==> config.mk <==
export PLATFORM = sky130hd
export DESIGN_NAME = detect_window_counter
export DESIGN_NICKNAME = d
export VERILOG_FILES = /design/src/rtl/fsm_common_pkg.sv /design/src/rtl/sat_counter.sv /design/src/rtl/detect_window_counter.sv
export SDC_FILE = /design/constraint.sdc
export NUM_CORES = 1
export LEC_CHECK = 0
export ABC_AREA = 1
export CAP_MARGIN = 20
export CORE_ASPECT_RATIO = 0.6
export CORE_MARGIN = 3
export CORE_UTILIZATION = 40
export CTS_BUF_LIST = sky130_fd_sc_hd__clkbuf_8
export CTS_CLUSTER_DIAMETER = 200
export DETAILED_ROUTE_END_ITERATION = 6
export PLACE_DENSITY_LB_ADDON = 0.3
export SYNTH_ARGS = -nofsm -noshare
export SYNTH_HDL_FRONTEND = slang
export SYNTH_SLANG_ARGS = --single-unit
==> constraint.sdc <==
create_clock -name clk -period 1.77 [get_ports clk]
set_clock_uncertainty 0.05 [all_clocks]
set_input_delay 0.531 -clock clk [delete_from_list [all_inputs] [get_ports clk]]
set_output_delay 0.531 -clock clk [all_outputs]
set_load 0.01 [all_outputs]
==> src/rtl/fsm_common_pkg.sv <==
// -----------------------------------------------------------------------------
// fsm_common_pkg
// Definitions shared by the detector-side FSM blocks.
//   out_state_t : state of a single-entry result holding register
//                 (ST_EMPTY = nothing to report, ST_FULL = result waiting).
// -----------------------------------------------------------------------------
package fsm_common_pkg;

    typedef enum logic {
        ST_EMPTY = 1'b0,
        ST_FULL  = 1'b1
    } out_state_t;

endpackage : fsm_common_pkg

==> src/rtl/sat_counter.sv <==
// -----------------------------------------------------------------------------
// sat_counter
// Up-counter that sticks at its maximum value and flags any increment that
// arrives while it is already there.
//   clk   : clock, rising edge
//   rst   : synchronous active-high reset
//   inc   : add one (ignored when clr is high)
//   clr   : return value and sat to zero; has priority over inc
//   value : current count
//   sat   : an increment was lost to saturation since the last clear
// -----------------------------------------------------------------------------
module sat_counter #(
    parameter int W = 8
) (
    input  logic         clk,
    input  logic         rst,
    input  logic         inc,
    input  logic         clr,
    output logic [W-1:0] value,
    output logic         sat
);

    localparam logic [W-1:0] MAX = '1;

    // NOTE: state registers use non-blocking assignments so every flop samples
    // the pre-edge values, independent of statement order.
    always_ff @(posedge clk) begin
        if (rst) begin
            value <= '0;
            sat   <= 1'b0;
        end else if (clr) begin
            value <= '0;
            sat   <= 1'b0;
        end else if (inc) begin
            if (value == MAX) begin
                sat <= 1'b1;
            end else begin
                value <= value + 1'b1;
            end
        end
    end

endmodule : sat_counter

==> src/rtl/detect_window_counter.sv <==
// -----------------------------------------------------------------------------
// detect_window_counter
// Counts detect pulses over windows of WINDOW_LEN enabled cycles and offers
// each window's (saturating) count on a one-entry valid/ready port.
//   clk         : clock, rising edge
//   rst         : synchronous active-high reset
//   enable      : advances the window; timer and accumulator hold when low
//   detect_in   : detection pulse, sampled only while enable is high
//   count_ready : consumer accepts count_out while count_valid is high
//   count_out   : count of the last completed window
//   count_valid : count_out / overflow hold an unconsumed result
//   overflow    : the accumulator saturated during the reported window
//   dropped     : one-cycle pulse when a finished window found the port full
// -----------------------------------------------------------------------------
module detect_window_counter
    import fsm_common_pkg::*;
#(
    parameter int WINDOW_LEN = 16,
    parameter int CNT_W      = 8
) (
    input  logic             clk,
    input  logic             rst,
    input  logic             enable,
    input  logic             detect_in,
    input  logic             count_ready,
    output logic [CNT_W-1:0] count_out,
    output logic             count_valid,
    output logic             overflow,
    output logic             dropped
);

    localparam int              TW   = $clog2(WINDOW_LEN);
    localparam logic [TW-1:0]   LAST = TW'(WINDOW_LEN - 1);

    logic [TW-1:0]    timer;
    logic             end_win;
    logic             inc;
    logic [CNT_W-1:0] acc;
    logic             acc_sat;
    logic             at_max;
    logic [CNT_W-1:0] final_cnt;
    logic             final_sat;

    out_state_t       state, state_next;
    logic             load;
    logic             drop_next;

    assign end_win = enable && (timer == LAST);
    assign inc     = enable && detect_in;

    // Window timer: free-running over enabled cycles, never stalled by the
    // output port.
    always_ff @(posedge clk) begin
        if (rst) begin
            timer <= '0;
        end else if (enable) begin
            timer <= end_win ? '0 : timer + 1'b1;
        end
    end

    // Accumulator clears on end_win; the detect of that cycle is folded into
    // the closing window by final_cnt/final_sat below, not carried over.
    sat_counter #(.W(CNT_W)) u_acc (
        .clk   (clk),
        .rst   (rst),
        .inc   (inc),
        .clr   (end_win),
        .value (acc),
        .sat   (acc_sat)
    );

    assign at_max    = &acc;
    assign final_cnt = (inc && !at_max) ? acc + 1'b1 : acc;
    assign final_sat = acc_sat | (inc & at_max);

    // Output FSM: state register plus the result registers it controls.
    always_ff @(posedge clk) begin
        if (rst) begin
            state     <= ST_EMPTY;
            count_out <= '0;
            overflow  <= 1'b0;
            dropped   <= 1'b0;
        end else begin
            state   <= state_next;
            dropped <= drop_next;
            if (load) begin
                count_out <= final_cnt;
                overflow  <= final_sat;
            end
        end
    end

    // NOTE: every signal written here gets a default first, so no path can
    // leave one unassigned and infer a latch.
    always_comb begin
        state_next = state;
        load       = 1'b0;
        drop_next  = 1'b0;
        unique case (state)
            ST_EMPTY: begin
                if (end_win) begin
                    load       = 1'b1;
                    state_next = ST_FULL;
                end
            end
            ST_FULL: begin
                if (end_win && count_ready) begin
                    load = 1'b1;
                end else if (end_win) begin
                    // Port still occupied: keep the old result, report the loss.
                    drop_next = 1'b1;
                end else if (count_ready) begin
                    state_next = ST_EMPTY;
                end
            end
            default: state_next = ST_EMPTY;
        endcase
    end

    assign count_valid = (state == ST_FULL);

endmodule : detect_window_counter

# --- After elaboration in Yosys (flattened, before gate mapping) ---
# Cells that the tools add are included.
op_classes:
  shift: 0
  n_mul: 0
  n_eq_ne: 2
  mux: 9
  magnitude_cmp: 0
  bitwise: 4
  reduce_logical: 10
  n_div: 0
  addsub: 2
op_table:
  columns: ["op", "n"]
  rows:
  - ["$add A8 B1 Y8 const B", 1]
  - ["$eq A8 B8 Y1 const B", 1]
  - ["$mux W8", 1]
  - ["$reduce_and A8 Y1", 1]
  - ["$mux W1", 5]
  - ["$add A4 B1 Y4 const B", 1]
  - ["$eq A4 B4 Y1 const B", 1]
  - ["$logic_and A1 B1 Y1", 4]
  - ["$mux W4", 1]
  - ["$pmux W1 S2", 2]
  - ["$reduce_and A2 Y1", 2]
  - ["$reduce_or A3 Y1", 1]
  - ["$not A1 Y1", 2]
  - ["$reduce_or A2 Y1", 1]
  - ["$and A1 B1 Y1", 1]
  - ["$logic_not A1 Y1", 1]
  - ["$or A1 B1 Y1", 1]
word_totals:
  mem_bits_ro: 0
  input_bits: 5
  n_memories: 0
  ramBits: 0
  elab_cells: 34
  output_inout_bits: 11
  regBits: 24
  latch_bits: 0

# --- Logic depth before layout (Yosys ltp) ---
# Gate-level depths: netlist of the first run.
depth:
  word_depth: 5
  mapped_depth: 9
  ltp_nobuf: 9

# --- Cells and area by module ---
# Synthesis of the first run repeated with hierarchy kept, for this count alone.
unflattened:
  cells_unflattened: 200
  area_unflattened_um2: 1412.6
modules_own_cells:
  columns: ["mod", "instances", "cells_per_inst", "seq_area_each_um2", "area_each_um2"]
  rows:
  - ["detect_window_counter", 1, 125, 300.3, 859.6]
  - ["sat_counter", 1, 75, 180.2, 553.0]

# --- Least setup slack after synthesis of the first run ---
# Ideal clock, no wire load.
synth_timing:
  kind: "input -> register"
  start: "in rst"
  end: "reg timer[3]"
  path_buffers: 2
  t_arrival_ns: 1.233
  cell_stages: 5
  setup_ns: 0.117
  t_required_ns: 1.603
  path_slack_ns: 0.370
  cell_sequence: "clkbuf_1 inv_1 nand2_1 buf_2 nor2_1"
synth_rtl:
  columns: ["item", "line", "rtl"]
  rows:
  - ["start: declaration", "detect_window_counter.sv:22", "input logic rst,"]
  - ["end signal: assignment", "detect_window_counter.sv:57", "timer <= end_win ? '0 : timer + 1'b1;"]
  - ["end: declaration", "detect_window_counter.sv:35", "logic [TW-1:0] timer;"]

# --- Worst setup path in the final report of the first run ---
layout_timing:
  start: "reg count_out[5]"
  end: "out count_out[5]"
layout_rtl:
  columns: ["item", "line", "rtl"]
  rows:
  - ["start: declaration", "detect_window_counter.sv:26", "output logic [CNT_W-1:0] count_out,"]
  - ["start signal: assignment", "detect_window_counter.sv:87", "count_out <= final_cnt;"]
# No word-level cell between the ends.

==> metrics, run 1 <==
outcome complete, no violations; fillers 254; post-route ant nets 0; critical path's top delay family buffers and inverters; Ys Warns 0; R2R Path Start u_acc.value[0]; flops & latches, synth 24; Fin Hold WS 0.467 ns; drt via density 4.78; Port Buffer Count 15; minimum clock period after layout 1.73 ns; Setup Buffers After CTS 0; clk buf depth 2; DRC 0; htree depth 1; Reg2Reg Depth 8; Slew Viols, Final 0; Net Count, Synth 155; crit start category flop; worst-margin pin slew 0.238 ns; Die ar. 3460 um^2; Critical Path, Cell by Cell clkdlybuf4s50_1; flop2flop setup slack 0.24 ns; synthesized area 1110 um^2; 1st-iter DRT viols 52; clk sinks 24; CP bufs+invs 1; gr ovfl total 0; setup ws final 0.0413 ns; # hold bufs at CTS 0; final-report setup violation count 0; worst-skew pair later-pin latency 0.26 ns; Final nets 180; CTS root buf clkbuf_8; Worst Hold End u_acc.value[5]; post-DR wirelength/cell 11.4 um; Power Total 980 uW; Max Freq 578 MHz; vias in the first global route 869; worst hold start u_acc.value[5]; Worst-path clk slew 0.08 ns; Yosys cell types 22; Worst EP arrival 1.15 ns; CTS tree yes; MaxCap Viol Count 0; Initial DRT Pass Iterations 4; final wirelength 2340 um; post-synthesis sequential area ratio 0.433; RR Endpoint count_out[4]; Util after Layout 0.545; Core Region 2570 um^2; WHS Path Cells 2; largest fanout on the critical path 2; CP endpoint kind output port; worst stage delay on the critical path 0.54 ns; dpl hpwl 1750 um; layout cell share with drive strength beyond 1 0.140; Inserted Clock Buffers 3; worst hold path class reg -> reg; period utilization 0.977; Layout area overhead 26.5%; Syn Inst Count 148; pwr/cell area 699 nW/um^2; Die X 74.0 um; leakage 0.619 nW; Setup WS pre-CTS -0.125 ns; Crit Path Class reg -> out; pin count of the biggest net entering global routing 19; Initial Util 0.431; Die Ht 46.8 um; num rows 14; WP data required 1.19 ns; via count 975; ant diodes 0; Final Hold Viols 0; initial antenna violation count 0; global-route wire length before repair 3820 um; Tot GR Track Use 0.146; maximum VDD drop 381 uV; I/O Pins 16; CP max stage cell clkdlybuf4s50_1; unrepaired setup endpoints after global routing no; Syn Area/Cell 7.49 um^2; Slew headroom 0.841; Final GP Congestion 0.774; CTS resizes 0
==> placed cells by master, fill, tap and decap left out, drive strengths merged <==
cell	synthesis	routed
nand2	32	32
dfxtp	24	24
nor2	23	23
inv	20	20
nand3	17	17
clkdlybuf4s50	0	13
a21oi	12	12
buf	2	8
o21ai	5	5
nand3b	4	4
clkbuf	1	4
nor3	3	3
ha	2	2
dlymetal6s2s	0	2
clkinv	1	1
nand4	1	1
xor2	1	1
==> metrics by stage <==
stage          cells  area [um^2]  TNS [ns]
5_1_grt          204         1400         0
4_1_cts          204         1400         0
6_report         204         1400         0
3_5_place_dp     200         1340     -1.64
2_1_floorplan    148         1110         0
3_3_place_gp     200         1340    -0.943
==> cells by family (layout without fill, tap and decap cells) <==
group	after synthesis	count (layout)	share of synthesized area
compound gates	17	17	0.0869
simple gates	80	80	0.348
buf+inv	24	48	0.102
flops	24	24	0.433
xor+xnor	1	1	0.00790
fa+ha+maj	2	2	0.0226
==> worst max path at each step <==
stage                            start            to  slack, ns  depth (start not counted)
final                     count_out[5]  count_out[5]       0.04                          1
after CTS                  count_valid   count_valid      0.004                          1
after global placement          enable  count_out[4]      -0.09                          8
after floorplan                    rst      timer[3]       0.37                          5
after global routing          overflow      overflow      0.001                          1
after detailed placement        enable  count_out[4]      -0.13                          8
==> power by group <==
part	leakage, nW	switching, mW	internal [mW]	total [mW]
Combinational	0.396	0.0311	0.0292	0.0603
Clock	0.0288	0.170	0.199	0.368
Sequential	0.194	0.00562	0.546	0.552
Total	0.619	0.207	0.774	0.980
==> layer usage <==
layer | vias to the layer above | track usage | wire [um]
li1 | 518 | - | -
met1 | 432 | 0.222 | 1300
met3 | 2 | 0.0449 | 99
met2 | 23 | 0.206 | 929
met5 | - | 0 | 0
met4 | 0 | 0.0217 | 11
==> worst reg2reg max path, stage by stage, from the launching register on <==
cell and delay [ns]:
dfxtp_1 0.39, ha_1 0.24, inv_1 0.07, nor2_1 0.22
nand2_4 0.14, nand3_1 0.12, nand3_1 0.09, nand2_1 0.07
inv_1 0.03
==> flip-flops by register name, indices dropped and copies added (netlist names) <==
register     count
count_out        8
u_acc.sat        1
timer            4
overflow         1
u_acc.value      8
count_valid      1
dropped          1
==> synth_stat cells (all sizes together) <==
cell type | count | area (um^2)
xor2 | 1 | 8.76
clkbuf | 1 | 3.75
nor3 | 3 | 15.0
nand3b | 4 | 30.0
nor2 | 23 | 109
clkinv | 1 | 8.76
nand2 | 32 | 135
o21ai | 5 | 32.5
inv | 20 | 75.1
nand3 | 17 | 90.1
a21oi | 12 | 63.8
nand4 | 1 | 6.26
ha | 2 | 25.0
dfxtp | 24 | 480
buf | 2 | 25.0
==> area by class of cell <==
| class | instances | area, um^2 | area share |
|---|---|---|---|
| multi-input cells | 100 | 515 | 0.368 |
| flip-flops and latches | 24 | 480 | 0.343 |
| repair buffers | 23 | 228 | 0.162 |
| inverters | 21 | 83.8 | 0.0598 |
| clock buffers | 4 | 55.1 | 0.0393 |
| well taps | 32 | 40.0 | 0.0285 |
Power figures use the tool's default switching activity.
==> run 2: changes to the inputs <==
Settings changed: CAP_MARGIN 20 to not set.
==> results of run 2 <==
The final DEF is identical to that of run 1; final timing and power are the same.
